==> config.mk <==
export PLATFORM = sky130hd
export DESIGN_NAME = mac_dot_sequencer_flat
export DESIGN_NICKNAME = d
export VERILOG_FILES = /design/src/rtl/mac_dot_sequencer_if.sv /design/src/rtl/mac_dot_sequencer.sv /design/src/flat_wrapper.sv
export SDC_FILE = /design/constraint.sdc
export NUM_CORES = 1
export LEC_CHECK = 0
export ABC_AREA = 1
export BUFFER_PORTS_ARGS = -buffer_cell sky130_fd_sc_hd__buf_4
export CAP_MARGIN = 40
export CORE_AREA = 3 3 112 114
export CTS_CLUSTER_DIAMETER = 80
export DETAILED_ROUTE_END_ITERATION = 7
export DIE_AREA = 0 0 115 117
export GPL_TIMING_DRIVEN = 0
export PLACE_DENSITY = 0.78
export SLEW_MARGIN = 20
export SYNTH_ARGS = -nofsm -noshare
export SYNTH_HDL_FRONTEND = slang
export SYNTH_SLANG_ARGS = --single-unit
==> constraint.sdc <==
create_clock -name clk -period 2.4 [get_ports clk]
set_input_delay 0.24 -clock clk [delete_from_list [all_inputs] [get_ports clk]]
set_output_delay 0.24 -clock clk [all_outputs]
set_load 0.1 [all_outputs]
==> src/rtl/mac_dot_sequencer_if.sv <==
// Operand stream, MAC pin bundle and result stream shared by the dot-product
// sequencer (slave) and its surrounding environment (master).
interface mac_dot_sequencer_if #(
  parameter int unsigned DATA_WIDTH = 8,
  parameter int unsigned PROD_WIDTH = 16,
  parameter int unsigned ACC_WIDTH  = 32,
  parameter int unsigned CNT_WIDTH  = 8
);
  logic                  s_valid;
  logic                  s_ready;
  logic [DATA_WIDTH-1:0] s_a;
  logic [DATA_WIDTH-1:0] s_b;
  logic [DATA_WIDTH-1:0] s_c;
  logic [DATA_WIDTH-1:0] s_d;
  logic                  s_last;

  logic                  mac_ebl;
  logic [DATA_WIDTH-1:0] mac_a;
  logic [DATA_WIDTH-1:0] mac_b;
  logic [DATA_WIDTH-1:0] mac_c;
  logic [DATA_WIDTH-1:0] mac_d;
  logic [PROD_WIDTH-1:0] mac_out;
  logic                  mac_carry;

  logic                  m_valid;
  logic                  m_ready;
  logic [ACC_WIDTH-1:0]  m_data;
  logic [CNT_WIDTH-1:0]  m_count;
  logic                  m_overflow;

  modport slave (
    input  s_valid, s_a, s_b, s_c, s_d, s_last,
    output s_ready,
    output mac_ebl, mac_a, mac_b, mac_c, mac_d,
    input  mac_out, mac_carry,
    output m_valid, m_data, m_count, m_overflow,
    input  m_ready
  );

  modport master (
    output s_valid, s_a, s_b, s_c, s_d, s_last,
    input  s_ready,
    input  mac_ebl, mac_a, mac_b, mac_c, mac_d,
    output mac_out, mac_carry,
    input  m_valid, m_data, m_count, m_overflow,
    output m_ready
  );
endinterface

==> src/rtl/mac_dot_sequencer.sv <==
// Feeds operand quads into an external dual-product MAC, tracks in-flight beats
// with a tag pipeline and accumulates the MAC results into one result per vector.
module mac_dot_sequencer #(
  parameter int unsigned DATA_WIDTH  = 8,
  parameter int unsigned PROD_WIDTH  = 16,
  parameter int unsigned MAC_LATENCY = 3,
  parameter int unsigned ACC_WIDTH   = 32,
  parameter int unsigned CNT_WIDTH   = 8
) (
  input logic                clk,
  input logic                rst,
  mac_dot_sequencer_if.slave bus
);
  localparam int unsigned TERM_WIDTH = PROD_WIDTH + 1;
  localparam int unsigned SUM_WIDTH  = ACC_WIDTH + 1;

  typedef enum logic [1:0] {IDLE, FEED, DRAIN, HOLD} state_e;

  state_e state_q, state_d;
  logic   s_ready_c, mac_ebl_c;
  logic   accept, consume, consume_last;

  logic [DATA_WIDTH-1:0]  mac_a_q, mac_a_d, mac_b_q, mac_b_d;
  logic [DATA_WIDTH-1:0]  mac_c_q, mac_c_d, mac_d_q, mac_d_d;
  logic [MAC_LATENCY-1:0] tag_valid_q, tag_valid_d, tag_last_q, tag_last_d;
  logic [ACC_WIDTH-1:0]   acc_q, acc_d, m_data_q, m_data_d;
  logic [CNT_WIDTH-1:0]   cnt_q, cnt_d, cnt_inc, m_count_q, m_count_d;
  logic                   ovf_q, ovf_d, ovf_next;
  logic                   m_valid_q, m_valid_d, m_overflow_q, m_overflow_d;
  logic [TERM_WIDTH-1:0]  term;
  logic [SUM_WIDTH-1:0]   sum;

  assign accept       = bus.s_valid && s_ready_c;
  assign consume      = mac_ebl_c && tag_valid_q[MAC_LATENCY-1];
  assign consume_last = consume && tag_last_q[MAC_LATENCY-1];

  // The extra sum bit is the accumulator carry-out; count saturation also flags overflow.
  assign term     = {bus.mac_carry, bus.mac_out};
  assign sum      = SUM_WIDTH'(acc_q) + SUM_WIDTH'(term);
  assign cnt_inc  = (cnt_q == '1) ? cnt_q : cnt_q + CNT_WIDTH'(1);
  assign ovf_next = ovf_q | sum[ACC_WIDTH] | (cnt_q == '1);

  always_ff @(posedge clk) begin
    if (rst) state_q <= IDLE;
    else     state_q <= state_d;
  end

  always_comb begin
    state_d = state_q;
    case (state_q)
      IDLE:    if (accept) state_d = bus.s_last ? DRAIN : FEED;
      FEED:    if (accept && bus.s_last) state_d = DRAIN;
      DRAIN:   if (consume_last) state_d = HOLD;
      HOLD:    if (m_valid_q && bus.m_ready) state_d = IDLE;
      default: state_d = IDLE;
    endcase
  end

  always_comb begin
    s_ready_c = 1'b0;
    mac_ebl_c = 1'b1;
    case (state_q)
      IDLE, FEED: s_ready_c = 1'b1;
      HOLD:       mac_ebl_c = 1'b0;
      default:    ;
    endcase
  end

  // Datapath next-state: operand register, tag shift, accumulate and finalize.
  always_comb begin
    mac_a_d      = accept ? bus.s_a : '0;
    mac_b_d      = accept ? bus.s_b : '0;
    mac_c_d      = accept ? bus.s_c : '0;
    mac_d_d      = accept ? bus.s_d : '0;
    tag_valid_d  = tag_valid_q;
    tag_last_d   = tag_last_q;
    acc_d        = acc_q;
    cnt_d        = cnt_q;
    ovf_d        = ovf_q;
    m_valid_d    = m_valid_q;
    m_data_d     = m_data_q;
    m_count_d    = m_count_q;
    m_overflow_d = m_overflow_q;

    if (mac_ebl_c) begin
      tag_valid_d = {tag_valid_q[MAC_LATENCY-2:0], accept};
      tag_last_d  = {tag_last_q[MAC_LATENCY-2:0], accept && bus.s_last};
    end

    if (m_valid_q && bus.m_ready) m_valid_d = 1'b0;

    if (consume_last) begin
      m_valid_d    = 1'b1;
      m_data_d     = sum[ACC_WIDTH-1:0];
      m_count_d    = cnt_inc;
      m_overflow_d = ovf_next;
      acc_d        = '0;
      cnt_d        = '0;
      ovf_d        = 1'b0;
    end else if (consume) begin
      acc_d = sum[ACC_WIDTH-1:0];
      cnt_d = cnt_inc;
      ovf_d = ovf_next;
    end
  end

  always_ff @(posedge clk) begin
    if (rst) begin
      mac_a_q      <= '0;
      mac_b_q      <= '0;
      mac_c_q      <= '0;
      mac_d_q      <= '0;
      tag_valid_q  <= '0;
      tag_last_q   <= '0;
      acc_q        <= '0;
      cnt_q        <= '0;
      ovf_q        <= 1'b0;
      m_valid_q    <= 1'b0;
      m_data_q     <= '0;
      m_count_q    <= '0;
      m_overflow_q <= 1'b0;
    end else begin
      mac_a_q      <= mac_a_d;
      mac_b_q      <= mac_b_d;
      mac_c_q      <= mac_c_d;
      mac_d_q      <= mac_d_d;
      tag_valid_q  <= tag_valid_d;
      tag_last_q   <= tag_last_d;
      acc_q        <= acc_d;
      cnt_q        <= cnt_d;
      ovf_q        <= ovf_d;
      m_valid_q    <= m_valid_d;
      m_data_q     <= m_data_d;
      m_count_q    <= m_count_d;
      m_overflow_q <= m_overflow_d;
    end
  end

  assign bus.s_ready    = s_ready_c;
  assign bus.mac_ebl    = mac_ebl_c;
  assign bus.mac_a      = mac_a_q;
  assign bus.mac_b      = mac_b_q;
  assign bus.mac_c      = mac_c_q;
  assign bus.mac_d      = mac_d_q;
  assign bus.m_valid    = m_valid_q;
  assign bus.m_data     = m_data_q;
  assign bus.m_count    = m_count_q;
  assign bus.m_overflow = m_overflow_q;
endmodule

==> src/flat_wrapper.sv <==
// flat-port wrapper written by rule: the top's interface ports become plain ports
module mac_dot_sequencer_flat 
#(
  parameter int unsigned DATA_WIDTH  = 8,
  parameter int unsigned PROD_WIDTH  = 16,
  parameter int unsigned MAC_LATENCY = 3,
  parameter int unsigned ACC_WIDTH   = 32,
  parameter int unsigned CNT_WIDTH   = 8
)
  (clk, rst, bus_s_valid, bus_s_a, bus_s_b, bus_s_c, bus_s_d, bus_s_last, bus_s_ready, bus_mac_ebl, bus_mac_a, bus_mac_b, bus_mac_c, bus_mac_d, bus_mac_out, bus_mac_carry, bus_m_valid, bus_m_data, bus_m_count, bus_m_overflow, bus_m_ready);
  mac_dot_sequencer_if #(.DATA_WIDTH(DATA_WIDTH), .PROD_WIDTH(PROD_WIDTH), .ACC_WIDTH(ACC_WIDTH), .CNT_WIDTH(CNT_WIDTH)) bus_i ();
  input logic clk;
  input logic rst;
  input wire logic [$bits(bus_i.s_valid)-1:0] bus_s_valid;
  input wire logic [$bits(bus_i.s_a)-1:0] bus_s_a;
  input wire logic [$bits(bus_i.s_b)-1:0] bus_s_b;
  input wire logic [$bits(bus_i.s_c)-1:0] bus_s_c;
  input wire logic [$bits(bus_i.s_d)-1:0] bus_s_d;
  input wire logic [$bits(bus_i.s_last)-1:0] bus_s_last;
  output wire logic [$bits(bus_i.s_ready)-1:0] bus_s_ready;
  output wire logic [$bits(bus_i.mac_ebl)-1:0] bus_mac_ebl;
  output wire logic [$bits(bus_i.mac_a)-1:0] bus_mac_a;
  output wire logic [$bits(bus_i.mac_b)-1:0] bus_mac_b;
  output wire logic [$bits(bus_i.mac_c)-1:0] bus_mac_c;
  output wire logic [$bits(bus_i.mac_d)-1:0] bus_mac_d;
  input wire logic [$bits(bus_i.mac_out)-1:0] bus_mac_out;
  input wire logic [$bits(bus_i.mac_carry)-1:0] bus_mac_carry;
  output wire logic [$bits(bus_i.m_valid)-1:0] bus_m_valid;
  output wire logic [$bits(bus_i.m_data)-1:0] bus_m_data;
  output wire logic [$bits(bus_i.m_count)-1:0] bus_m_count;
  output wire logic [$bits(bus_i.m_overflow)-1:0] bus_m_overflow;
  input wire logic [$bits(bus_i.m_ready)-1:0] bus_m_ready;
  assign bus_i.s_valid = bus_s_valid;
  assign bus_i.s_a = bus_s_a;
  assign bus_i.s_b = bus_s_b;
  assign bus_i.s_c = bus_s_c;
  assign bus_i.s_d = bus_s_d;
  assign bus_i.s_last = bus_s_last;
  assign bus_s_ready = bus_i.s_ready;
  assign bus_mac_ebl = bus_i.mac_ebl;
  assign bus_mac_a = bus_i.mac_a;
  assign bus_mac_b = bus_i.mac_b;
  assign bus_mac_c = bus_i.mac_c;
  assign bus_mac_d = bus_i.mac_d;
  assign bus_i.mac_out = bus_mac_out;
  assign bus_i.mac_carry = bus_mac_carry;
  assign bus_m_valid = bus_i.m_valid;
  assign bus_m_data = bus_i.m_data;
  assign bus_m_count = bus_i.m_count;
  assign bus_m_overflow = bus_i.m_overflow;
  assign bus_i.m_ready = bus_m_ready;
  mac_dot_sequencer #(.DATA_WIDTH(DATA_WIDTH), .PROD_WIDTH(PROD_WIDTH), .MAC_LATENCY(MAC_LATENCY), .ACC_WIDTH(ACC_WIDTH), .CNT_WIDTH(CNT_WIDTH)) u_core (.clk(clk), .rst(rst), .bus(bus_i));
endmodule
==> qor.json, run 1 <==
{
  "clock_sinks": {"value": 123},
  "adder_cell_fraction_of_synth_area": {"value": 0.0467},
  "synthesis.yosys.warnings": {"value": 0},
  "synthXorXnorAreaFrac": {"value": 0.0236},
  "fillCellCount": {"value": 977},
  "maxCapViolCount": {"value": 0},
  "dominant_combinational_cell_family_by_area_after_synthesis": {"value": "simple AND/OR/NAND/NOR gates"},
  "p_leak": {"value": 4.43, "unit": "nW"},
  "route.final.wire_length": {"value": 17000, "unit": "um"},
  "synthDominantCellAreaShare": {"value": 0.390},
  "post_layout_nonfiller_instances": {"value": 1233},
  "final-setup-viol-count": {"value": 0},
  "power": {"value": 0.00716, "unit": "W"},
  "synth_edf_count": {"value": 0},
  "placement.io_buffers": {"value": 129},
  "post_synth_inst_count": {"value": 932},
  "worstPathArrival": {"value": 2380, "unit": "ps"},
  "final_net_count": {"value": 1157},
  "finalSetupTns": {"value": 0, "unit": "ps"},
  "detail_route.wl_per_cell": {"value": 13.8, "unit": "um"},
  "critical_path.endpoint_type": {"value": "flop"},
  "slew_worst_pin": {"value": 623, "unit": "ps"},
  "finalHoldViolations": {"value": 0},
  "grt_antenna_before_repair": {"value": 0},
  "timing.critical_path.fanout_max": {"value": 3},
  "max_freq": {"value": 486, "unit": "MHz"},
  "worstHoldPathType": {"value": "input pin to flop"},
  "via_count": {"value": 6079},
  "drive_above_1_share": {"value": 0.190},
  "yosys.area_share.simple": {"value": 0.299},
  "worstSetupPathType": {"value": "flop to flop"},
  "cts_setup_buffers": {"value": 0},
  "mappedNetlistArea": {"value": 6320, "unit": "um2"},
  "tritoncts": {"value": "yes"},
  "grt_usage": {"value": 0.264},
  "critical_path_required": {"value": 2720, "unit": "ps"},
  "cts-resized-gates": {"value": 0},
  "synth-main-ff-cell": {"value": "dfxtp_1"},
  "grt_max_degree": {"value": 17},
  "final_common_cell": {"value": "nand2_1"},
  "grt_pass1_vias": {"value": 5909},
  "period_share": {"value": 0.858},
  "status": {"value": "complete, no violations"},
  "maxSlewHeadroom": {"value": 0.585},
  "remaining_drc_errors": {"value": 0},
  "postSynthNetCount": {"value": 1009},
  "vias_per_cell": {"value": 4.93},
  "dieWidth": {"value": 115, "unit": "um"},
  "fin_ws": {"value": 341, "unit": "ps"},
  "h-tree-depth": {"value": 4},
  "cts_buffers": {"value": 17},
  "power.density": {"value": 895, "unit": "nW/um2"},
  "yosys.cell_types.count": {"value": 40},
  "initial_utilization": {"value": 0.549},
  "final_core_utilization": {"value": 0.695},
  "rows": {"value": 39},
  "share_of_the_synthesized_area_in_compound_gates_ao_oa_aoi_oai": {"value": 0.110},
  "floorplan.die_area": {"value": 13500, "unit": "um2"},
  "netlist_top_cells_area": {"value": "dfxtp_1, nand2_1, inv_1, nor2_1, ha_1"},
  "cp-start-kind": {"value": "flop"},
  "placeableCoreArea": {"value": 11500, "unit": "um2"},
  "synth.largest_area_cell": {"value": "dfxtp_1"},
  "ys_seq_area_frac": {"value": 0.390},
  "weighted_congestion_reported_at_the_end_of_routability_driven_placement": {"value": 0.938},
  "clock_skew": {"value": 6.99, "unit": "ps"},
  "syn-mean-instance-area": {"value": 6.78, "unit": "um2"},
  "area_growth_syn_to_layout": {"value": 26.6, "unit": "%"},
  "synth_register_bits": {"value": 123},
  "antenna_left": {"value": 0},
  "dp_hpwl": {"value": 12900, "unit": "um"},
  "clkSlewWorstSetupHoldPaths": {"value": 60, "unit": "ps"},
  "gr-total-overflow": {"value": 0},
  "vdd_ir_drop_max": {"value": 0.000794, "unit": "V"},
  "clock_insertion_delay_worst_skew": {"value": 420, "unit": "ps"},
  "setup_repair_after_global_routing_missed_its_margin": {"value": "false"},
  "asyncSetResetFlopFracSynth": {"value": 0},
  "clockRootBuffer": {"value": "clkbuf_16"},
  "final_cell_mix": {"value": "nand2_1, inv_1, buf_4"},
  "clk_path_buf_depth": {"value": 2},
  "grt_pass1_wl": {"value": 27800, "unit": "um"},
  "combined_area_of_the_multi_input_logic_cells": {"value": 3030, "unit": "um2"},
  "period_minus_slack": {"value": 2060, "unit": "ps"},
  "pin_count": {"value": 130},
  "fp.dieH": {"value": 117, "unit": "um"},
  "antenna_cells_inserted": {"value": 0},
  "iteration_0_drc_count_of_the_detailed_router": {"value": 308},
  "layout.area.seq": {"value": 2460, "unit": "um2"},
  "slew_viol_final": {"value": 0},
  "detailedRoute.firstPassIterationCount": {"value": 5},
  "mux_cell_area_share_after_synthesis": {"value": 0},
  "cts_hold_buf": {"value": 0},
  "detailedPlace.worstSlack": {"value": 341, "unit": "ps"},
  "inst_count_dp": {"value": 1204}
}
-- flip-flops by register name, indices dropped and copies added (netlist names) --
| signal | cells |
|---|---|
| u_core.tag_last_q | 3 |
| u_core.cnt_q | 8 |
| u_core.bus.m_count | 8 |
| u_core.tag_valid_q | 3 |
| u_core.ovf_q | 1 |
| u_core.bus.mac_c | 8 |
| u_core.bus.m_valid | 1 |
| u_core.bus.mac_a | 8 |
| u_core.bus.mac_d | 8 |
| u_core.bus.m_data | 32 |
| u_core.bus.m_overflow | 1 |
| u_core.state_q | 2 |
| u_core.bus.mac_b | 8 |
| u_core.acc_q | 32 |
-- worst max-delay path, cell delays in order (launching register included) --
cell	delay, ps
dfxtp_1	330
ha_1	160
inv_1	50
fa_1	390
inv_1	100
nand4_1	80
nand2_1	150
nand2_1	80
nand2_1	160
xnor2_1	220
nand2_1	120
nand2_1	80
inv_1	40
-- per-layer routing --
metal  vias to the layer above  part of all wire  track usage
li1                       3151                 -            -
met1                      2696              0.42        0.317
met2                       198              0.48        0.449
met3                        34             0.078       0.0838
met4                         0             0.021       0.0884
met5                         -                 0            0
-- worst paths after layout --
check,start,to,slack [ps],cells past startpoint
setup reg to reg,u_core.acc_q[0],u_core.acc_q[10],340,12
setup / recovery,u_core.acc_q[0],u_core.acc_q[10],340,12
hold / removal,rst,u_core.bus.m_valid,20,2
hold reg to reg,u_core.bus.m_data[21],u_core.bus.m_data[21],450,2
-- area by class of cell --
type,count,area share
Multi-Input combinational cell,603,0.378
Sequential cell,123,0.308
Timing Repair Buffer,129,0.121
Inverter,183,0.0867
Clock buffer,21,0.0576
Tap cell,143,0.0224
Buffer,23,0.0172
Clock inverter,8,0.00907
-- through the flow --
| step | hold WS (ps) | area [um2] |
|---|---|---|
| 2_1_floorplan | 309 | 6320 |
| 3_3_place_gp | 439 | 7470 |
| 3_5_place_dp | 443 | 7470 |
| 4_1_cts | 18.8 | 8000 |
| 5_1_grt | 28.1 | 8000 |
| 6_report | 19.1 | 8000 |
-- synth_stat cells, types with 6 or more instances --
| cell type | n |
|---|---|
| nand2_1 | 258 |
| inv_1 | 175 |
| dfxtp_1 | 123 |
| nor2_1 | 93 |
| nand3_1 | 54 |
| a21oi_1 | 36 |
| o21ai_0 | 35 |
| ha_1 | 22 |
| o21ai_1 | 13 |
| xor2_1 | 12 |
| nor3_1 | 10 |
| o21bai_1 | 10 |
| clkbuf_1 | 9 |
| nand2_2 | 8 |
| o211ai_1 | 8 |
| buf_4 | 6 |
-- report_power, final --
| group | total [W] | internal, W | switching, W |
|---|---|---|---|
| combinational | 0.00237 | 0.000662 | 0.00171 |
| clock | 0.00234 | 0.00145 | 0.000888 |
| sequential | 0.00246 | 0.00229 | 0.000167 |
-- logic make-up after synthesis --
family          after synthesis
fa+ha+maj                    23
simple gates                445
flops                       123
buf+inv                     206
xor+xnor                     17
compound gates              118
Note: power is estimated with default switching activity, not from simulation.
==> inputs of run 2 (changes only) <==
--- a/config.mk
+++ b/config.mk
@@ -6,13 +6,12 @@
 export NUM_CORES = 1
 export LEC_CHECK = 0
 export ABC_AREA = 1
-export BUFFER_PORTS_ARGS = -buffer_cell sky130_fd_sc_hd__buf_4
+export BUFFER_PORTS_ARGS = -buffer_cell sky130_fd_sc_hd__buf_2
 export CAP_MARGIN = 40
 export CORE_AREA = 3 3 112 114
 export CTS_CLUSTER_DIAMETER = 80
 export DETAILED_ROUTE_END_ITERATION = 7
 export DIE_AREA = 0 0 115 117
-export GPL_TIMING_DRIVEN = 0
 export PLACE_DENSITY = 0.78
 export SLEW_MARGIN = 20
 export SYNTH_ARGS = -nofsm -noshare
==> qor.json, run 2 (synthesis results as in run 1) <==
{
  "clk_path_buf_depth": {"value": 2, "change": "unchanged"},
  "detailedRoute.firstPassIterationCount": {"value": 5, "change": "unchanged"},
  "area_growth_syn_to_layout": {"value": 20.7, "unit": "%"},
  "final_net_count": {"value": 1140, "change": "-1.5%"},
  "grt_max_degree": {"value": 49, "change": "+32"},
  "finalSetupTns": {"value": 0, "unit": "ps", "change": "unchanged"},
  "worstHoldPathType": {"value": "input pin to flop"},
  "vias_per_cell": {"value": 4.83, "change": "-1.9%"},
  "grt_usage": {"value": 0.234, "change": "-0.0298"},
  "detailedPlace.worstSlack": {"value": 362, "unit": "ps", "change": "+21.5 ps"},
  "grt_pass1_vias": {"value": 5494, "change": "-7.0%"},
  "share_comb_of_total_power": {"value": 0.312, "change": "-0.019"},
  "layout.area.seq": {"value": 2460, "unit": "um2", "change": "unchanged"},
  "internal_power": {"value": 0.00435, "unit": "W", "change": "-1.2%"},
  "pin_count": {"value": 130, "change": "unchanged"},
  "final_cell_area": {"value": 7620, "unit": "um2", "change": "-4.7%"},
  "power.density": {"value": 929, "unit": "nW/um2", "change": "+3.8%"},
  "weighted_congestion_reported_at_the_end_of_routability_driven_placement": {"value": 0.963, "change": "+2.6%"},
  "cts_setup_buffers": {"value": 0, "change": "unchanged"},
  "clockRootBuffer": {"value": "clkbuf_16"},
  "worstSetupPathType": {"value": "flop to flop"},
  "antenna_left": {"value": 0, "change": "unchanged"},
  "worst_path_max_stage_delay": {"value": 400, "unit": "ps", "change": "about the same"},
  "maxSlewHeadroom": {"value": 0.643, "change": "+0.0587"},
  "maxCapViolCount": {"value": 0, "change": "unchanged"},
  "power_switching": {"value": 0.00274, "unit": "W", "change": "-0.99%"},
  "timing.critical_path.buf_inv": {"value": 3, "change": "unchanged"},
  "fin_ws": {"value": 346, "unit": "ps", "change": "+4.67 ps"},
  "h-tree-depth": {"value": 4, "change": "unchanged"},
  "setup_repair_after_global_routing_missed_its_margin": {"value": "false"},
  "fillCellCount": {"value": 993, "change": "+1.6%"},
  "drive_above_1_share": {"value": 0.188, "change": "-0.00218"},
  "final_common_cell": {"value": "nand2_1"},
  "clkSlewWorstSetupHoldPaths": {"value": 60, "unit": "ps", "change": "about the same"},
  "dp_hpwl": {"value": 11300, "unit": "um", "change": "-12%"},
  "period_share": {"value": 0.856, "change": "-0.00195"},
  "antenna_cells_inserted": {"value": 0, "change": "unchanged"},
  "cp-start-kind": {"value": "flop"},
  "tritoncts": {"value": "yes"},
  "critical_path.endpoint_type": {"value": "flop"},
  "path_delay_family": {"value": "simple AND/OR/NAND/NOR gates"},
  "cts-resized-gates": {"value": 0, "change": "unchanged"},
  "placed_area": {"value": 7050, "unit": "um2", "change": "-5.6%"},
  "finalHoldViolations": {"value": 0, "change": "unchanged"},
  "cts_buffers": {"value": 17, "change": "unchanged"},
  "rows": {"value": 39, "change": "unchanged"},
  "final_core_utilization": {"value": 0.662, "change": "-0.0325"},
  "cpMaxStageDelayCell": {"value": "fa_1"},
  "status": {"value": "complete, no violations"},
  "detail_route.wl_per_cell": {"value": 12.4, "unit": "um", "change": "-10%"},
  "worstPathArrival": {"value": 2370, "unit": "ps", "change": "about the same"},
  "slew_worst_pin": {"value": 535, "unit": "ps", "change": "-88.1 ps"},
  "final_cell_mix": {"value": "nand2_1, inv_1, buf_2"},
  "final-setup-viol-count": {"value": 0, "change": "unchanged"},
  "clock_sinks": {"value": 123, "change": "unchanged"},
  "period_minus_slack": {"value": 2050, "unit": "ps", "change": "-4.67 ps"},
  "placeableCoreArea": {"value": 11500, "unit": "um2", "change": "unchanged"},
  "initial_utilization": {"value": 0.549, "change": "unchanged"},
  "clock_insertion_delay_worst_skew": {"value": 420, "unit": "ps", "change": "about the same"},
  "route.final.wire_length": {"value": 15100, "unit": "um", "change": "-11%"},
  "critical_path_required": {"value": 2720, "unit": "ps", "change": "about the same"},
  "max_freq": {"value": 487, "unit": "MHz", "change": "+0.23%"},
  "floorplan.die_area": {"value": 13500, "unit": "um2", "change": "unchanged"},
  "dieWidth": {"value": 115, "unit": "um", "change": "unchanged"},
  "worstPathCellList": {"value": "ha_1 > inv_1 > fa_1 > inv_1 > nand4_1 > nand2_1 > nand2_1 > nand2_1 > nand2_1 > nand3_1 > nand3_1 > nand2_1 > inv_1"},
  "remaining_drc_errors": {"value": 0, "change": "unchanged"},
  "gr-total-overflow": {"value": 0, "change": "unchanged"},
  "slew_viol_final": {"value": 0, "change": "unchanged"},
  "switching_share": {"value": 0.386, "change": "+0.000411"},
  "iteration_0_drc_count_of_the_detailed_router": {"value": 300, "change": "-2.6%"},
  "p_leak": {"value": 4.35, "unit": "nW", "change": "-1.9%"},
  "fp.dieH": {"value": 117, "unit": "um", "change": "unchanged"},
  "seq_power_share": {"value": 0.345, "change": "+0.002"},
  "placement.io_buffers": {"value": 129, "change": "unchanged"},
  "clock_skew": {"value": 6.45, "unit": "ps", "change": "-0.540 ps"},
  "grt_antenna_before_repair": {"value": 0, "change": "unchanged"},
  "timing.critical_path.fanout_max": {"value": 3, "change": "unchanged"},
  "via_count": {"value": 5893, "change": "-3.1%"},
  "grt_pass1_wl": {"value": 25200, "unit": "um", "change": "-9.4%"},
  "cts_hold_buf": {"value": 0, "change": "unchanged"},
  "vdd_ir_drop_max": {"value": 0.000822, "unit": "V", "change": "+3.6%"},
  "crit_path_frequent_cell": {"value": "nand2_1"},
  "clock_group_share_of_total_power": {"value": 0.342, "change": "+0.016"},
  "combined_area_of_the_multi_input_logic_cells": {"value": 3030, "unit": "um2", "change": "unchanged"}
}
-- run 2: cell type report --
| class | count | area share |
|---|---|---|
| Sequential cell | 123 | 0.323 |
| Clock buffer | 21 | 0.0604 |
| Clock inverter | 11 | 0.0149 |
| Tap cell | 143 | 0.0235 |
| Multi-Input combinational cell | 603 | 0.397 |
| Inverter | 183 | 0.0909 |
| Timing Repair Buffer | 135 | 0.0906 |
-- run 2: power groups by stage --
stage | registers, W | clock network, W | logic, W
after global routing | 0.00247 | 0.00257 | 0.00244
after floorplan | 0.00300 | 0 | 0.00126
after CTS | 0.00244 | 0.00247 | 0.00222
after detailed placement | 0.00248 | 0 | 0.00221
final | 0.00245 | 0.00242 | 0.00221
after global placement | 0.00248 | 0 | 0.00219
-- run 2: final timing paths --
kind,cells after the start,startpoint,slack (ps),to
setup / recovery,13,u_core.acc_q[0],350,u_core.acc_q[30]
hold / removal,3,bus_s_a[2],30,u_core.bus.mac_a[2]
setup reg to reg,13,u_core.acc_q[0],350,u_core.acc_q[30]
hold reg to reg,2,u_core.bus.m_data[26],440,u_core.bus.m_data[26]
-- run 2: metal layers --
metal  GRT usage  wire [um]  share of wire
met2       0.381       6940           0.46
met1       0.297       6930           0.46
met5           0          0              0
met4      0.0759        268          0.018
met3      0.0735        939          0.062
-- run 2: worst reg2reg max path, stage by stage (launching register included) --
cell and delay (ps):
dfxtp_1 330, ha_1 170, inv_1 50, fa_1 400, inv_1 90, nand4_1 90, nand2_1 150, nand2_1 70
nand2_1 180, nand2_1 110, nand3_1 110, nand3_1 90, nand2_1 90, inv_1 40
-- run 2: metrics by stage --
stage / hold WS [ps] / power (W) / std cells
floorplan: 309 / 0.00426 / 932
global placement: 433 / 0.00466 / 1187
detailed placement: 436 / 0.00469 / 1187
CTS: 12.2 / 0.00713 / 1219
global route: 12.8 / 0.00749 / 1219
finish: 25.6 / 0.00708 / 1219
==> inputs of run 3 (changes only) <==
--- a/config.mk
+++ b/config.mk
@@ -8,11 +8,12 @@
 export ABC_AREA = 1
 export BUFFER_PORTS_ARGS = -buffer_cell sky130_fd_sc_hd__buf_2
 export CAP_MARGIN = 40
-export CORE_AREA = 3 3 112 114
+export CORE_AREA = 2 2 111 113
 export CTS_CLUSTER_DIAMETER = 80
 export DETAILED_ROUTE_END_ITERATION = 7
-export DIE_AREA = 0 0 115 117
+export DIE_AREA = 0 0 113 115
 export PLACE_DENSITY = 0.78
+export REMOVE_ABC_BUFFERS = 1
 export SLEW_MARGIN = 20
 export SYNTH_ARGS = -nofsm -noshare
 export SYNTH_HDL_FRONTEND = slang
==> constraint.sdc (replaced) <==
create_clock -name clk -period 2.05 [get_ports clk]
set_input_delay 0.205 -clock clk [delete_from_list [all_inputs] [get_ports clk]]
set_output_delay 0.205 -clock clk [all_outputs]
set_load 0.1 [all_outputs]
==> qor.json, run 3 (synthesis results as in run 1) <==
{
  "status": {"value": "finished with violations"},
  "violated_checks": {"value": "design-rule violations"},
  "maxSlewHeadroom": {"value": 0.643, "change": "-0.000862"},
  "rows": {"value": 40, "change": "+2.6%"},
  "worstPathCellList": {"value": "inv_1 > ha_1 > or2_2 > buf_2"},
  "fp.dieH": {"value": 115, "unit": "um", "change": "-1.7%"},
  "antenna_left": {"value": 0, "change": "unchanged"},
  "grt_pass1_wl": {"value": 27100, "unit": "um", "change": "+7.3%"},
  "placeableCoreArea": {"value": 11800, "unit": "um2", "change": "+2.6%"},
  "iteration_0_drc_count_of_the_detailed_router": {"value": 354, "change": "+18%"},
  "cp-start-kind": {"value": "flop"},
  "clock_group_share_of_total_power": {"value": 0.349, "change": "+0.007"},
  "hold_slack": {"value": 13.5, "unit": "ps", "change": "-12.1 ps"},
  "timing.critical_path.fanout_max": {"value": 4, "change": "+1"},
  "clock_skew": {"value": 7.30, "unit": "ps", "change": "+0.846 ps"},
  "h-tree-depth": {"value": 4, "change": "unchanged"},
  "switching_share": {"value": 0.384, "change": "-0.00230"},
  "detailedPlace.worstSlack": {"value": 37.3, "unit": "ps", "change": "-325 ps"},
  "internal_power": {"value": 0.00528, "unit": "W", "change": "+22%"},
  "critical_path.endpoint_type": {"value": "primary output"},
  "clock_insertion_delay_worst_skew": {"value": 430, "unit": "ps", "change": "about the same"},
  "final_common_cell": {"value": "nand2_1"},
  "route.final.wire_length": {"value": 16600, "unit": "um", "change": "+10%"},
  "power_switching": {"value": 0.00329, "unit": "W", "change": "+20%"},
  "drive_above_1_share": {"value": 0.197, "change": "+0.00918"},
  "maxCapViolCount": {"value": 0, "change": "unchanged"},
  "slew_viol_final": {"value": 0, "change": "unchanged"},
  "final_cell_mix": {"value": "nand2_1, inv_1, buf_2"},
  "inst_count_dp": {"value": 1193, "change": "+0.51%"},
  "detailedRoute.firstPassIterationCount": {"value": 6, "change": "+1"},
  "max_freq": {"value": 518, "unit": "MHz"},
  "period_share": {"value": 0.941},
  "final_net_count": {"value": 1167, "change": "+2.4%"},
  "gr-total-overflow": {"value": 0, "change": "unchanged"},
  "seq_power_share": {"value": 0.334, "change": "-0.011"},
  "initial_utilization": {"value": 0.535, "change": "-0.0137"},
  "setup_repair_after_global_routing_missed_its_margin": {"value": "true"},
  "grt_max_degree": {"value": 49, "change": "unchanged"},
  "share_comb_of_total_power": {"value": 0.316, "change": "+0.004"},
  "fin_ws": {"value": 120, "unit": "ps", "change": "-226 ps"},
  "worst_path_max_stage_delay": {"value": 380, "unit": "ps", "change": "-20 ps"},
  "placement.io_buffers": {"value": 129, "change": "unchanged"},
  "grt_antenna_before_repair": {"value": 0, "change": "unchanged"},
  "period_minus_slack": {"value": 1930, "unit": "ps"},
  "antenna_cells_inserted": {"value": 0, "change": "unchanged"},
  "timing.critical_path.buf_inv": {"value": 2, "change": "-1"},
  "worstPathArrival": {"value": 1720, "unit": "ps", "change": "-650 ps"},
  "grt_usage": {"value": 0.264, "change": "+0.0298"},
  "clk_path_buf_depth": {"value": 2, "change": "unchanged"},
  "cts_buffers": {"value": 17, "change": "unchanged"},
  "critical_path_required": {"value": 1850, "unit": "ps", "change": "-870 ps"},
  "remaining_drc_errors": {"value": 1, "change": "+1"},
  "p_leak": {"value": 4.50, "unit": "nW", "change": "+3.6%"},
  "post_layout_nonfiller_instances": {"value": 1249, "change": "+2.5%"},
  "pin_count": {"value": 130, "change": "unchanged"},
  "via_count": {"value": 6198, "change": "+5.2%"},
  "floorplan.die_area": {"value": 13000, "unit": "um2", "change": "-3.4%"},
  "dp_hpwl": {"value": 11300, "unit": "um", "change": "-0.24%"},
  "area_growth_syn_to_layout": {"value": 26.2, "unit": "%"},
  "worstSetupPathType": {"value": "flop to primary output"},
  "cpMaxStageDelayCell": {"value": "dfxtp_1"},
  "clock_sinks": {"value": 123, "change": "unchanged"},
  "grt_pass1_vias": {"value": 5883, "change": "+7.1%"},
  "clkSlewWorstSetupHoldPaths": {"value": 60, "unit": "ps", "change": "about the same"},
  "vias_per_cell": {"value": 4.96, "change": "+2.6%"},
  "dieWidth": {"value": 113, "unit": "um", "change": "-1.7%"},
  "detail_route.wl_per_cell": {"value": 13.3, "unit": "um", "change": "+7.4%"},
  "final_core_utilization": {"value": 0.675, "change": "+0.0128"},
  "power.density": {"value": 1080, "unit": "nW/um2", "change": "+16%"},
  "weighted_congestion_reported_at_the_end_of_routability_driven_placement": {"value": 0.919, "change": "-4.6%"},
  "vdd_ir_drop_max": {"value": 0.000766, "unit": "V", "change": "-6.9%"},
  "final-setup-viol-count": {"value": 0, "change": "unchanged"},
  "worstHoldPathType": {"value": "input pin to flop"},
  "path_delay_family": {"value": "flip-flops"},
  "finalHoldViolations": {"value": 0, "change": "unchanged"},
  "tritoncts": {"value": "yes"},
  "slew_worst_pin": {"value": 536, "unit": "ps", "change": "+1.29 ps"},
  "clockRootBuffer": {"value": "clkbuf_16"}
}
## run 3: changes by cell type in the layout (fill, tap and decap cells not counted), moves of 2 or more
| cell | change |
|---|---|
| buf_12 | +2 |
| clkinv_2 | +3 |
| clkinv_4 | -3 |
| dlygate4sd3_1 | +24 |
| nand2_2 | +5 |
| nand3_2 | +3 |
| nand2_1 | -5 |
| nand3_1 | -3 |
## run 3: final cells by class
| cell class | instances | area [um2] |
|---|---|---|
| Inverter | 183 | 693 |
| Clock buffer | 21 | 470 |
| Tap cell | 147 | 184 |
| Timing Repair Buffer | 162 | 978 |
| Sequential cell | 123 | 2460 |
| Fill cell | 1023 | 3840 |
| Clock inverter | 10 | 116 |
| Multi-Input combinational cell | 603 | 3070 |
## run 3: power groups by stage
stage / registers [W] / clock network [W] / logic (W)
after CTS: 0.00286 / 0.00300 / 0.00266
after detailed placement: 0.00290 / 0 / 0.00261
final: 0.00287 / 0.00300 / 0.00271
after global routing: 0.00290 / 0.00313 / 0.00297
after global placement: 0.00290 / 0 / 0.00258
after floorplan: 0.00352 / 0 / 0.00143
## run 3: worst paths after layout
path	from	endpoint	slack [ps]	depth (start not counted)
setup reg to reg	u_core.acc_q[0]	u_core.acc_q[16]	130	14
setup / recovery	u_core.state_q[0]	bus_s_ready	120	4
hold / removal	bus_s_c[6]	u_core.bus.mac_c[6]	10	3
hold reg to reg	u_core.bus.m_data[21]	u_core.bus.m_data[21]	440	2
## run 3: per-layer routing
metal | vias to the layer above | wire length, um | share of wire | track usage
met5 | - | 0 | 0 | 0
met3 | 33 | 1270 | 0.076 | 0.0838
met1 | 2776 | 7010 | 0.42 | 0.300
met2 | 207 | 7830 | 0.47 | 0.459
li1 | 3182 | - | - | -
met4 | 0 | 490 | 0.030 | 0.114
## run 3: worst register-to-register path, stage by stage (launching register included)
cell      delay [ps]
dfxtp_2          330
ha_2             170
inv_1             50
fa_2             360
inv_1             90
nand3_1           80
nand3_2          100
nand2_1           70
nand2_2          120
nand2_1           90
nand2_1           90
nand2_1           80
nand3_1           70
o211ai_1          90
inv_1             60
## run 3: timing repair
item | in CTS | in global routing
hold endpoints to repair | 24 | 0
endpoints found under the setup margin | 0 | 33
hold buffers | 24 | 0
gates resized for setup | 0 | 12
setup buffers | 0 | 1
## run 3: stage by stage
| step | total power, W | area (um2) | setup TNS, ps |
|---|---|---|---|
| finish | 0.00858 | 7970 | 0 |
| global route | 0.00899 | 7970 | -50.2 |
| CTS | 0.00853 | 7920 | 0 |
| detailed placement | 0.00552 | 7100 | 0 |
| global placement | 0.00548 | 7100 | 0 |
| floorplan | 0.00494 | 6180 | -21280 |
